[src/rtl/limb_norm_pkg.sv]
// Shared types and sizing helpers for the limb carry normalizer.
package limb_norm_pkg;

   typedef enum logic [1:0] {
      IDLE = 2'd0,
      RUN  = 2'd1,
      DONE = 2'd2
   } state_t;

   function automatic int carry_width(input int bit_len, input int word_len);
      return bit_len - word_len + 1;
   endfunction

   function automatic int num_groups(input int num_limbs, input int limbs_per_cycle);
      return num_limbs / limbs_per_cycle;
   endfunction

endpackage

[src/rtl/limb_carry_slice.sv]
// Combinational carry ripple across one group of redundant limbs.
module limb_carry_slice #(
   parameter int L        = 2,
   parameter int BIT_LEN  = 17,
   parameter int WORD_LEN = 16,
   parameter int CARRY_W  = 2
) (
   input  logic [BIT_LEN-1:0]  limbs [L],
   input  logic [CARRY_W-1:0]  carry_in,
   output logic [WORD_LEN-1:0] words [L],
   output logic [CARRY_W-1:0]  carry_out
);

   logic [CARRY_W-1:0] c;
   logic [BIT_LEN:0]   s;

   always_comb begin
      c = carry_in;
      s = '0;
      for (int j = 0; j < L; j++) begin
         s        = {1'b0, limbs[j]} + (BIT_LEN+1)'(c);
         words[j] = s[WORD_LEN-1:0];
         c        = s[BIT_LEN:WORD_LEN];
      end
      carry_out = c;
   end

endmodule

[src/rtl/limb_carry_normalizer.sv]
// Captures a redundant-limb product and resolves carries a group of limbs per clock.
module limb_carry_normalizer
   import limb_norm_pkg::*;
#(
   parameter int NUM_LIMBS       = 34,
   parameter int BIT_LEN         = 17,
   parameter int WORD_LEN        = 16,
   parameter int LIMBS_PER_CYCLE = 2
) (
   input  logic                clk,
   input  logic                rst_n,
   input  logic                in_valid,
   output logic                in_ready,
   input  logic [BIT_LEN-1:0]  in_limbs [NUM_LIMBS],
   output logic                out_valid,
   input  logic                out_ready,
   output logic [WORD_LEN-1:0] out_words [NUM_LIMBS],
   output logic [carry_width(BIT_LEN, WORD_LEN)-1:0] out_carry
);

   // state | meaning
   // IDLE  | waiting for an operand, in_ready high
   // RUN   | resolving group idx, carry held between groups
   // DONE  | result valid and held until out_ready

   localparam int L       = LIMBS_PER_CYCLE;
   localparam int CARRY_W = carry_width(BIT_LEN, WORD_LEN);
   localparam int G       = num_groups(NUM_LIMBS, LIMBS_PER_CYCLE);
   localparam int IDX_W   = (G > 1) ? $clog2(G) : 1;
   localparam int AW      = (NUM_LIMBS > 1) ? $clog2(NUM_LIMBS) : 1;

   if ((NUM_LIMBS % LIMBS_PER_CYCLE) != 0 || BIT_LEN <= WORD_LEN) begin : g_bad_params
      $error("limb_carry_normalizer: illegal parameter combination");
   end

   state_t             state, state_nx;
   logic [IDX_W-1:0]   idx;
   logic [CARRY_W-1:0] carry;
   logic [BIT_LEN-1:0] work [NUM_LIMBS];
   logic [AW-1:0]      base;
   logic [BIT_LEN-1:0] grp_limbs [L];
   logic [WORD_LEN-1:0] grp_words [L];
   logic [CARRY_W-1:0] grp_carry;
   logic               accept;
   logic               last;

   assign in_ready  = (state == IDLE) && rst_n;
   assign accept    = in_valid && in_ready;
   assign last      = (idx == IDX_W'(G - 1));
   assign out_valid = (state == DONE);
   assign base      = AW'(idx) * AW'(L);

   always_comb begin
      for (int j = 0; j < L; j++) grp_limbs[j] = work[base + AW'(j)];
      for (int i = 0; i < NUM_LIMBS; i++) out_words[i] = work[i][WORD_LEN-1:0];
   end

   limb_carry_slice #(
      .L        (L),
      .BIT_LEN  (BIT_LEN),
      .WORD_LEN (WORD_LEN),
      .CARRY_W  (CARRY_W)
   ) u_slice (
      .limbs     (grp_limbs),
      .carry_in  (carry),
      .words     (grp_words),
      .carry_out (grp_carry)
   );

   always_ff @(posedge clk) begin
      if (!rst_n) state <= IDLE;
      else        state <= state_nx;
   end

   always_comb begin
      state_nx = state;
      case (state)
         IDLE:    if (accept) state_nx = RUN;
         RUN:     if (last) state_nx = DONE;
         DONE:    if (out_ready) state_nx = IDLE;
         default: state_nx = IDLE;
      endcase
   end

   // Resolved words overwrite their limbs in place; the upper bits become zero.
   always_ff @(posedge clk) begin
      if (!rst_n) begin
         idx       <= '0;
         carry     <= '0;
         out_carry <= '0;
         for (int i = 0; i < NUM_LIMBS; i++) work[i] <= '0;
      end else begin
         case (state)
            IDLE: begin
               if (accept) begin
                  for (int i = 0; i < NUM_LIMBS; i++) work[i] <= in_limbs[i];
                  idx   <= '0;
                  carry <= '0;
               end
            end
            RUN: begin
               for (int j = 0; j < L; j++)
                  work[base + AW'(j)] <= {{(BIT_LEN-WORD_LEN){1'b0}}, grp_words[j]};
               carry <= grp_carry;
               if (last) begin
                  idx       <= '0;
                  out_carry <= grp_carry;
               end else begin
                  idx <= idx + 1'b1;
               end
            end
            default: ;
         endcase
      end
   end

endmodule

[config.mk]
export PLATFORM = sky130hd
export DESIGN_NAME = limb_carry_normalizer
export DESIGN_NICKNAME = d
export VERILOG_FILES = /design/src/rtl/limb_norm_pkg.sv /design/src/rtl/limb_carry_slice.sv /design/src/rtl/limb_carry_normalizer.sv
export SDC_FILE = /design/constraint.sdc
export NUM_CORES = 2
export LEC_CHECK = 0
export BUFFER_PORTS_ARGS = -buffer_cell sky130_fd_sc_hd__buf_2
export CORE_AREA = 2 2 444 446
export CTS_CLUSTER_SIZE = 30
export DETAILED_ROUTE_END_ITERATION = 6
export DIE_AREA = 0 0 446 448
export GPL_TIMING_DRIVEN = 0
export PLACE_DENSITY_LB_ADDON = 0.08
export SLEW_MARGIN = 20
export SYNTH_ARGS = -nofsm -noshare
export SYNTH_HDL_FRONTEND = slang
export SYNTH_SLANG_ARGS = --single-unit
[constraint.sdc]
create_clock -name clk -period 6.9 [get_ports clk]
set_input_delay 0.69 -clock clk [delete_from_list [all_inputs] [get_ports clk]]
set_output_delay 0.69 -clock clk [all_outputs]
set_load 0.02 [all_outputs]
==> flow_summary.json <==
{
  "outcome": "complete, no violations",
  "reg2reg_to": "work[51][9]",
  "port_buffers": 1129,
  "fin_nets": 5869,
  "maxCapViolCount": 0,
  "finalHoldViolCount": 0,
  "viasPerCell": 5.148,
  "reg2reg_depth": 19,
  "critPathCaptureType": "flop",
  "min_period_ns": 6.897,
  "die_w_um": 446,
  "synth_cell_types": 77,
  "clkTransAtPathRegs_ns": 0.06,
  "grt_start_max_net_pins": 29,
  "syn_area_mm2": 0.05180,
  "num_rows": 162,
  "peakVddDrop_mv": 0.1619,
  "finalSetupViolations": 0,
  "hold_class": "in -> reg",
  "vias": 40940,
  "arrival_ns": 7.35,
  "multi_input_area_mm2": 0.01518,
  "synthSimpleGateAreaFrac_pct": 7.007,
  "cts-root-buf": "clkbuf_16",
  "synth_ff_type": "edfxtp_1",
  "yosysWarnings": 0,
  "firstDrtPassIters": 6,
  "synthToLayoutAreaGrowth_pct": 29.88,
  "antenna_found_initial": 93,
  "dieHeight_um": 448,
  "tns_ns": 0,
  "grt_pass1_vias": 40720,
  "synthCells": 3936,
  "dieArea_mm2": 0.1998,
  "synth-seq-cells": 1074,
  "startpoint_type": "flop",
  "max_freq_mhz": 145.0,
  "overflow": 0,
  "routedWlPerCell_um": 38.53,
  "ant_nets": 0,
  "cts_num_sinks": 1074,
  "p_leak_nw": 26.03,
  "grt_pass1_wl_um": 391500,
  "ys_seq_area_share_pct": 61.30,
  "detail_route.drc_violations": 0,
  "ioPinCount": 1130,
  "track_usage_pct": 29.79,
  "dpl_cell_area_mm2": 0.06228,
  "synth_edf_count": 1024,
  "avgSynthCellArea_um2": 13.16,
  "yosys.area_share.adder_pct": 0.2705,
  "path_max_fanout": 15,
  "required_ns": 7.35,
  "dp.cells": 7666,
  "cts_tree": "done",
  "start_util_pct": 26.62,
  "r2r_setup_slack_ns": 0.003,
  "fin_worst_hold_slack_ns": 0.09281,
  "synth-xor-area-share_pct": 0.5362,
  "drive_above_1_share_pct": 43.59,
  "synth_compound_area_share_pct": 8.846,
  "clock_insertion_delay_worst_skew_ns": 0.81,
  "period_share_pct": 99.96,
  "maxSlewViolCount": 0,
  "syn-num-nets": 4528,
  "clockBufferDepth": 3,
  "fin_skew_ns": 0.03626,
  "cts_htree_levels": 4,
  "routed_wl_um": 306400,
  "tightest_slew_ns": 1.248,
  "crit_end": "work[51][9]",
  "worstSetupPathType": "reg -> reg",
  "register_area_mm2": 0.03175,
  "dr.first_iter.drc_count": 4665,
  "synth_mux_area_share_pct": 11.46,
  "coreArea_mm2": 0.1946,
  "gp_congestion": 0.9090,
  "fin_area_mm2": 0.06728,
  "p_per_area_mw_per_mm2": 268.3,
  "relSlewSlack_pct": 16.81,
  "cts_made_buffers": 136,
  "fill_cells": 19770,
  "instances_no_fill": 7952,
  "place_hpwl_um": 238200,
  "synth_top_family_by_area": "multiplexers",
  "rsz0062_at_grt": "true",
  "async_flop_share_pct": 0
}
[metal layers]
metal	track usage [%]	vias up	share of wire (%)
met5	0	-	0.066
met4	12.30	30	4.4
met3	5.300	447	6.7
met2	48.58	2167	47
met1	39.05	21380	42
li1	-	16910	-
[through the flow]
step	util (%)	setup slack (ns)	power [mW]
after floorplan	-	0.8211	9.277
after global placement	31.16	-4.600	10.83
after detailed placement	32.01	-4.029	10.89
after CTS	34.49	0.00003020	18.14
after global routing	34.56	-0.02847	18.50
final	34.57	0.002516	18.05
[state kept, by name, indices dropped and copies added, names as in the netlist, named ones only]
name and count:
carry 2, work 1058, out_carry 2, idx 5, state 2
[kinds of logic (layout without fill, tap and decap cells)]
logic type,Yosys count,after routing
other,0,24
AOI/OAI and AO/OA,770,770
buffers and inverters,849,2299
adders and majority gates,10,10
DFF,1074,1074
muxes,369,369
xor gates and xnor gates,30,30
and+or+nand+nor,834,834
[power by group]
part           leakage (nW)  internal, mW  total, mW  switching, mW
Sequential             10.5          7.56       7.78          0.217
Clock                  2.13          4.14       7.23           3.09
Combinational          13.4          1.04       3.04           2.00
[what timing repair did]
item / CTS / global route
resized for setup: 89 / 7
hold buffers: 0 / 0
buffers inserted: 11 / 11
pin swaps: 6 / 2
cloned: 1 / 1
setup endpoints to repair: 948 / 162
[Yosys cell counts, types with 4 or more instances]
master / instances / share of area [%]
a22oi_1: 39 / 0.57
clkbuf_1: 170 / 1.2
edfxtp_1: 1024 / 59
a22o_1: 35 / 0.59
nor4_1: 20 / 0.24
nand3b_1: 5 / 0.072
buf_2: 45 / 0.43
o21ai_2: 9 / 0.15
mux4_1: 9 / 0.46
nand4_1: 10 / 0.12
xnor2_1: 14 / 0.24
and2_1: 12 / 0.14
nor3_1: 7 / 0.068
dfxtp_1: 50 / 1.9
buf_1: 15 / 0.11
nand4bb_1: 7 / 0.15
or4b_1: 4 / 0.077
mux4_2: 166 / 7.2
a32oi_1: 7 / 0.12
nand2b_1: 9 / 0.11
a21oi_1: 8 / 0.077
and3_1: 6 / 0.072
nand3_1: 26 / 0.25
buf_4: 564 / 8.2
ha_1: 8 / 0.19
o21ai_1: 30 / 0.29
a221oi_1: 12 / 0.20
o21ai_0: 483 / 4.7
buf_6: 6 / 0.13
xor2_1: 14 / 0.24
nand4b_1: 4 / 0.068
nand2_1: 608 / 4.4
o22ai_1: 76 / 0.92
nor3_2: 4 / 0.077
mux2_2: 16 / 0.35
mux2i_1: 177 / 3.4
o22a_1: 6 / 0.10
nor2b_1: 20 / 0.24
a211oi_1: 6 / 0.087
or4_1: 5 / 0.072
inv_1: 41 / 0.30
nor2_1: 67 / 0.49
a32o_1: 34 / 0.66
[worst min-delay path by stage]
stage	cells after the start	endpoint	startpoint
finish	2	work[21][16]	in_limbs[220]
global route	2	work[24][16]	in_limbs[169]
CTS	2	work[21][16]	in_limbs[220]
detailed placement	2	out_carry[1]	out_carry[1]
global placement	2	out_carry[1]	out_carry[1]
floorplan	2	carry[1]	carry[1]
[critical path: stages, from the launching register on]
cell and delay, ns:
dfxtp_1 0.31, buf_4 0.19, buf_6 0.32, nor2b_2 0.79
a221oi_1 0.22, o21ai_0 0.81, a32oi_2 0.29, nand4bb_1 0.37
and3b_1 0.25, nand3_1 0.19, xor2_4 0.35, ha_4 0.25
a21o_1 0.22, nand3_2 0.30, nor3b_4 0.26, buf_4 0.22
and3_1 0.28, xnor2_4 0.26, clkbuf_2 0.34, inv_1 0.28
[final cells by class]
class / count / share of cell area, %
antenna: 24 / 0.08927
timing repair inverter: 2 / 0.01860
buffer: 797 / 8.164
tap: 2542 / 4.728
multi-input combinational: 2013 / 22.56
clock buffer: 170 / 5.295
timing repair buffer: 1210 / 10.50
clock inverter: 77 / 1.200
sequential: 1074 / 47.19
inverter: 43 / 0.2511
[layout by cell type, fill, tap and decap left out, types with 24 or more instances in the layout]
cell type,n
edfxtp_1,1024
buf_12,46
diode_2,24
nor2_1,50
nand3_1,24
buf_4,585
clkbuf_1,161
clkinv_1,26
dfxtp_1,50
mux4_2,166
a22o_1,35
inv_1,39
clkbuf_16,137
o21ai_0,482
clkbuf_2,36
o22ai_1,76
buf_2,1165
a32o_1,34
nand2_1,591
o21ai_1,31
a22oi_1,39
mux2i_1,177
Power figures use the tool's default switching activity.
